## src/rtl/pipe_skid_stage.sv

```systemverilog
// pipe_skid_stage: pipeline stage register with a valid/ready handshake and a
// two-entry skid buffer (main register M drives the output, skid register S
// absorbs the one entry that arrives while downstream stalls). in_ready is a
// register, so upstream stall never depends combinationally on out_ready.
// Flush beats every other event and leaves a CLR_VALUE bubble behind.
// Optional build macro PIPE_STATS_EN adds saturating stall/flush counters.
module pipe_skid_stage #(
  parameter int unsigned      WIDTH     = 64,
  parameter logic [WIDTH-1:0] CLR_VALUE = '0,
  parameter int unsigned      CNT_W     = 16
) (
  input  logic             clk,
  input  logic             reset,
  input  logic             flush,
  input  logic             in_valid,
  output logic             in_ready,
  input  logic [WIDTH-1:0] in_data,
  output logic             out_valid,
  input  logic             out_ready,
  output logic [WIDTH-1:0] out_data
`ifdef PIPE_STATS_EN
  ,
  output logic [CNT_W-1:0] stall_cycles,
  output logic [CNT_W-1:0] flush_count
`endif
);

  if (WIDTH < 1 || WIDTH > 1024 || CNT_W < 1 || CNT_W > 32) begin : g_param_check
    $error("pipe_skid_stage: WIDTH must be 1..1024 and CNT_W 1..32");
  end

  typedef enum logic [1:0] {
    EMPTY = 2'd0,
    FULL  = 2'd1,
    SKID  = 2'd2
  } state_t;

  state_t           state_q, state_d;
  logic [WIDTH-1:0] m_data_q, m_data_d;
  logic [WIDTH-1:0] s_data_q, s_data_d;
  logic             m_vld_q, m_vld_d;
  logic             s_vld_q, s_vld_d;
  logic             in_ready_q, in_ready_d;
  logic             acc;
  logic             drn;

  assign acc       = in_valid & in_ready_q;
  assign drn       = m_vld_q & out_ready;
  assign in_ready  = in_ready_q;
  assign out_valid = m_vld_q;
  assign out_data  = m_data_q;

  // State, storage and registered handshake flags; reset empties the stage.
  always_ff @(posedge clk or posedge reset) begin
    if (reset) begin
      state_q    <= EMPTY;
      m_data_q   <= CLR_VALUE;
      s_data_q   <= CLR_VALUE;
      m_vld_q    <= 1'b0;
      s_vld_q    <= 1'b0;
      in_ready_q <= 1'b1;
    end else begin
      state_q    <= state_d;
      m_data_q   <= m_data_d;
      s_data_q   <= s_data_d;
      m_vld_q    <= m_vld_d;
      s_vld_q    <= s_vld_d;
      in_ready_q <= in_ready_d;
    end
  end

  // Next state and storage moves; flush overrides accept and drain.
  always_comb begin
    state_d  = state_q;
    m_data_d = m_data_q;
    s_data_d = s_data_q;
    if (flush) begin
      state_d  = EMPTY;
      m_data_d = CLR_VALUE;
      s_data_d = CLR_VALUE;
    end else begin
      unique case (state_q)
        EMPTY: begin
          if (acc) begin
            state_d  = FULL;
            m_data_d = in_data;
          end
        end
        FULL: begin
          if (acc && drn) begin
            m_data_d = in_data;
          end else if (drn) begin
            state_d  = EMPTY;
            m_data_d = CLR_VALUE;
          end else if (acc) begin
            state_d  = SKID;
            s_data_d = in_data;
          end
        end
        SKID: begin
          // in_ready is low here, so only a drain can move the stage.
          if (drn) begin
            state_d  = FULL;
            m_data_d = s_data_q;
            s_data_d = CLR_VALUE;
          end
        end
        default: begin
          state_d  = EMPTY;
          m_data_d = CLR_VALUE;
          s_data_d = CLR_VALUE;
        end
      endcase
    end
    m_vld_d    = (state_d != EMPTY);
    s_vld_d    = (state_d == SKID);
    in_ready_d = (state_d != SKID);
  end

`ifdef PIPE_STATS_EN
  logic [CNT_W-1:0] stall_q, stall_d;
  logic [CNT_W-1:0] flcnt_q, flcnt_d;

  // Saturating counters; only reset clears them, flush does not.
  always_comb begin
    stall_d = stall_q;
    flcnt_d = flcnt_q;
    if (m_vld_q && !out_ready && (stall_q != {CNT_W{1'b1}})) begin
      stall_d = stall_q + CNT_W'(1);
    end
    if (flush && (flcnt_q != {CNT_W{1'b1}})) begin
      flcnt_d = flcnt_q + CNT_W'(1);
    end
  end

  // Counter registers.
  always_ff @(posedge clk or posedge reset) begin
    if (reset) begin
      stall_q <= '0;
      flcnt_q <= '0;
    end else begin
      stall_q <= stall_d;
      flcnt_q <= flcnt_d;
    end
  end

  assign stall_cycles = stall_q;
  assign flush_count  = flcnt_q;
`endif

endmodule

```

## config.mk

```make
export PLATFORM = sky130hd
export DESIGN_NAME = pipe_skid_stage
export DESIGN_NICKNAME = d
export VERILOG_FILES = /design/src/rtl/pipe_skid_stage.sv
export SDC_FILE = /design/constraint.sdc
export NUM_CORES = 1
export LEC_CHECK = 0
export ABC_AREA = 1
export ABC_CLOCK_PERIOD_IN_PS = 12700
export CAP_MARGIN = 20
export CORE_ASPECT_RATIO = 1.25
export CORE_MARGIN = 1
export CORE_UTILIZATION = 56
export DETAILED_ROUTE_END_ITERATION = 8
export GPL_TIMING_DRIVEN = 0
export PLACE_DENSITY = 0.86
export SLEW_MARGIN = 20
export SYNTH_ARGS = -nofsm -noshare
export SYNTH_HDL_FRONTEND = slang
export SYNTH_SLANG_ARGS = --single-unit
```

## constraint.sdc

```tcl
create_clock -name clk -period 12.7 [get_ports clk]
set_input_delay 3.175 -clock clk [delete_from_list [all_inputs] [get_ports clk]]
set_output_delay 3.175 -clock clk [all_outputs]
set_load 0.005 [all_outputs]
```

Word-level counts from Yosys, hierarchy flattened
Cells that the tools add are included.
{"block": "op_classes", "eq_ne": 10, "mux": 17, "bitwise": 2, "reduce_logical": 5}
{"operator": "$mux W64", "n": 8}
{"operator": "$pmux W64 S3", "n": 2}
{"operator": "$ne A3 B3 Y1 const B", "n": 5}
{"operator": "$mux W2", "n": 6}
{"operator": "$pmux W2 S3", "n": 1}
{"operator": "$reduce_and A5 Y1", "n": 1}
{"operator": "$ne A2 B2 Y1 const B", "n": 2}
{"operator": "$ne A4 B4 Y1 const B", "n": 1}
{"operator": "$reduce_and A3 Y1", "n": 1}
{"operator": "$and A1 B1 Y1", "n": 2}
{"operator": "$eq A2 B1 Y1 const B", "n": 1}
{"operator": "$eq A2 B2 Y1 const B", "n": 1}
{"operator": "$logic_not A2 Y1", "n": 1}
{"operator": "$reduce_bool A2 Y1", "n": 1}
{"operator": "$logic_and A1 B1 Y1", "n": 1}
{"block": "word_totals", "register_bits": 132, "output_inout_bits": 66, "elab_cells": 39}

Depth between registers and ports, before layout
{"block": "depth", "word_depth": 7, "depth_mapped": 9}

Worst setup path before layout
OpenSTA, ideal clock, no wires.
{"block": "synth_timing", "path_type": "input to register", "startpoint": "input flush", "endpoint": "register m_data_q[0], in the netlist out_data[0]", "setup_ns": 0.065, "arrival_time_ns": 3.998, "t_required_ns": 12.635, "path_slack_ns": 8.638, "stages": 7, "path_buffers": 2, "cell_sequence": "inv_2 -> buf_2 -> nand2_1 -> nor2_8 -> buf_2 -> nand2_1 -> nand2_1"}
{"block": "synth_via", "elab_chain_len": 2, "elab_cells_between_ends": 5, "cone_classes": "eq/ne (3); mux (1); reduce/logical (1)"}
{"item": "start, declared", "line": "14", "rtl": "input logic flush,"}
{"item": "$ne A4 B4 Y1 (no line) or $ne A3 B3 Y1 (tied branches)"}
{"item": "$reduce_and A3 Y1 (no line)"}
{"item": "end signal, assigned", "line": "64", "rtl": "m_data_q <= m_data_d;"}
{"item": "end, declared", "line": "39", "rtl": "logic [WIDTH-1:0] m_data_q, m_data_d;"}
Parallel ways exist; a longest one is shown, timed or not.
A chain may end at the register's enable or synchronous reset.

Worst setup path in the final report
{"block": "layout_timing", "startpoint": "register in_ready_q, in the netlist in_ready", "endpoint": "output in_ready"}
{"item": "start, declared", "line": "43", "rtl": "logic in_ready_q, in_ready_d;"}
{"item": "start signal, assigned", "line": "68", "rtl": "in_ready_q <= in_ready_d;"}
{"item": "end, declared", "line": "16", "rtl": "output logic in_ready,"}
No word-level cell between the ends.

==> metrics.txt <==
CTS root buf=clkbuf_16; Post-Syn Nets=943; CP Depth=1; ranking of synthesized cells by area=dfrtp_1 (51%), nand2_1 (26%), nand3_1 (11%); Longest Clk Path Bufs=2; combinational family with the most area after synthesis=simple AND/OR/NAND/NOR gates; Ports=135; crit path DAT=1.47 ns; Pre-Repair DR Iteration Count=9; post-place setup slack=7.80 ns; hold violation count in the final report=0; fin crit share=36.6%; final setup skew=0.00730 ns; setup violators final=0; worst min-delay path class=flop to flop; Yosys Warn Count=0; Via-to-Cell Ratio=5.41; first-pass GRT wire length=28300 um; core area=11200 um^2; Die W=98.1 um; slowest stage delay, CP=0.53 ns; Synth Cell Area=6470 um^2; area growth from synthesis to layout=32.5%; max_slew headroom=65.6%; Synth Register Bits=132; total power after layout=1.28 mW; non-filler cells, final=1175; number of global-route vias before repair=5895; row count=43; compound-cell area share of the yosys netlist=5.11%; CP bufs+invs=1; buffers added on ports=134; simple-gate portion of the synthesized area=38.2%; PwrDens=149 nW/um^2; final setup TNS=0 ns; Leakage=4.17 nW; initial antenna violation count=0; critical path's top delay family=buffers and inverters; Sink Count=132; GP Congestion=0.843; violation count after the first detailed-route iteration=520; Filler cells=855; Seq/Total Area, Yosys=51.1%; Adder-Cell Fraction of Synth Area=0%; fmax=215 MHz; hold-critical path depth=2; worst-skew pair later-pin latency=0.42 ns; grt ovf=0; Max-cap violations=0; largest net degree at the start of global routing=68; hold_buf cts=0; Initial Util=57.8%; xor/xnor share of the synthesized area=0%; final antenna-violating net count=0; multiplexer share of the synthesized area=0%; status=complete, but fails checks; CP Class=flop to output port; syn avg cell area=7.40 um^2; Syn Inst Count=874; Post-DP HPWL=11700 um; post-synth cell types=18; H-Tree Depth=4; failing checks=design-rule violations; Critical Path Slowest Stage Cell=clkdlybuf4s50_1; critical path launch point type=flop; dpl cells=1144; cells along the critical path=clkdlybuf4s50_1; maximum VDD drop=126 uV; CP Data Required Time=9.52 ns; WHS=0.475 ns; antenna cells=0; DR vias=6355; cts bufs inserted=17; wirelength, routed=17200 um; area leader, netlist=dfrtp_1; FF-to-FF path depth=7; number of remaining DRC errors=8; setup ws final=8.06 ns; WL/cell=14.7 um; # resized after CTS=0; unrepaired setup endpoints after global routing=no; fin crit period=4.64 ns; crit end category=output port; post-CTS setup buffers=0; worst-path fanout max=2; die area=12000 um^2; layout cell share with drive strength beyond 1=8.65%; die height=122 um; post-synth top area share=50.7%; Worst-path clk slew=0.06 ns; Final Max Tran Viols=0; worst slew pin tran=0.516 ns; nets@finish=1097; Total Routing Usage GR=30.3%; CTS tree=built
-- path summary, 6_finish.rpt --
check / from / end / slack [ns]
max: in_ready / in_ready / 8.06
min: out_data[53] / out_data[53] / 0.47
max reg2reg: in_ready / out_data[20] / 10.91
min reg2reg: out_data[53] / out_data[53] / 0.47
max in group asynchronous: reset / s_data_q[56] / 8.84
min in group asynchronous: reset / out_data[28] / 3.19
-- synthesized netlist by cell type --
master,number
buf_1,4
buf_2,37
buf_4,9
buf_6,1
clkbuf_1,9
dfrtp_1,131
dfstp_2,1
inv_1,8
inv_2,5
nand2_1,452
nand2_2,1
nand2_4,1
nand3_1,141
nor2_1,4
nor2_2,3
nor2_8,1
o21ai_0,1
o21ai_1,65
-- registers in the layout, indices dropped and copies added (netlist names) --
signal     cells
in_ready       1
s_data_q      64
out_valid      1
state_q        2
out_data      64
-- metrics by stage --
step / util [%] / cell area, um^2
after global routing: 76.6 / 8570
after detailed placement: 71.6 / 8020
final: 76.6 / 8570
after floorplan: - / 6470
after global placement: 71.3 / 7980
after CTS: 76.6 / 8570
-- cell families after synthesis --
| logic type | Yosys count |
|---|---|
| flip-flops | 132 |
| buffers and inverters | 73 |
| AO/OA/AOI/OAI | 66 |
| AND/OR/NAND/NOR | 603 |
-- cell usage in the layout (no fill, tap or decap), drive strengths merged, types with 4 or more instances in the layout --
master and n:
nand3 141, clkinv 4, nand2 454, buf 52, clkinvlp 4, inv 13
o21ai 66, clkdlybuf4s50 134, nor2 8, dfrtp 131, clkbuf 31
-- layout make-up --
type	instances	area, um^2	area share [%]
Buffer	60	313	3.65
Clock inverter	9	80.1	0.934
Multi-Input combinational cell	669	2800	32.7
Clock buffer	22	474	5.53
Tap cell	135	169	1.97
Sequential cell	132	3300	38.6
Timing Repair Buffer	135	1370	16.0
Inverter	13	56.3	0.657
-- report_power, final --
part           internal (mW)  switching [mW]
clock                  0.282           0.177
combinational          0.140           0.177
sequential             0.473          0.0289
total                  0.895           0.383
-- metal layers --
layer  global-route usage (%)  vias up  wire length [um]
met3                     6.08       36              1190
met4                     13.6        0               335
li1                         -     3108                 -
met2                     51.2      268              8770
met1                     37.9     2943              6940
met5                        0        -                 0
Power figures use the tool's default switching activity.
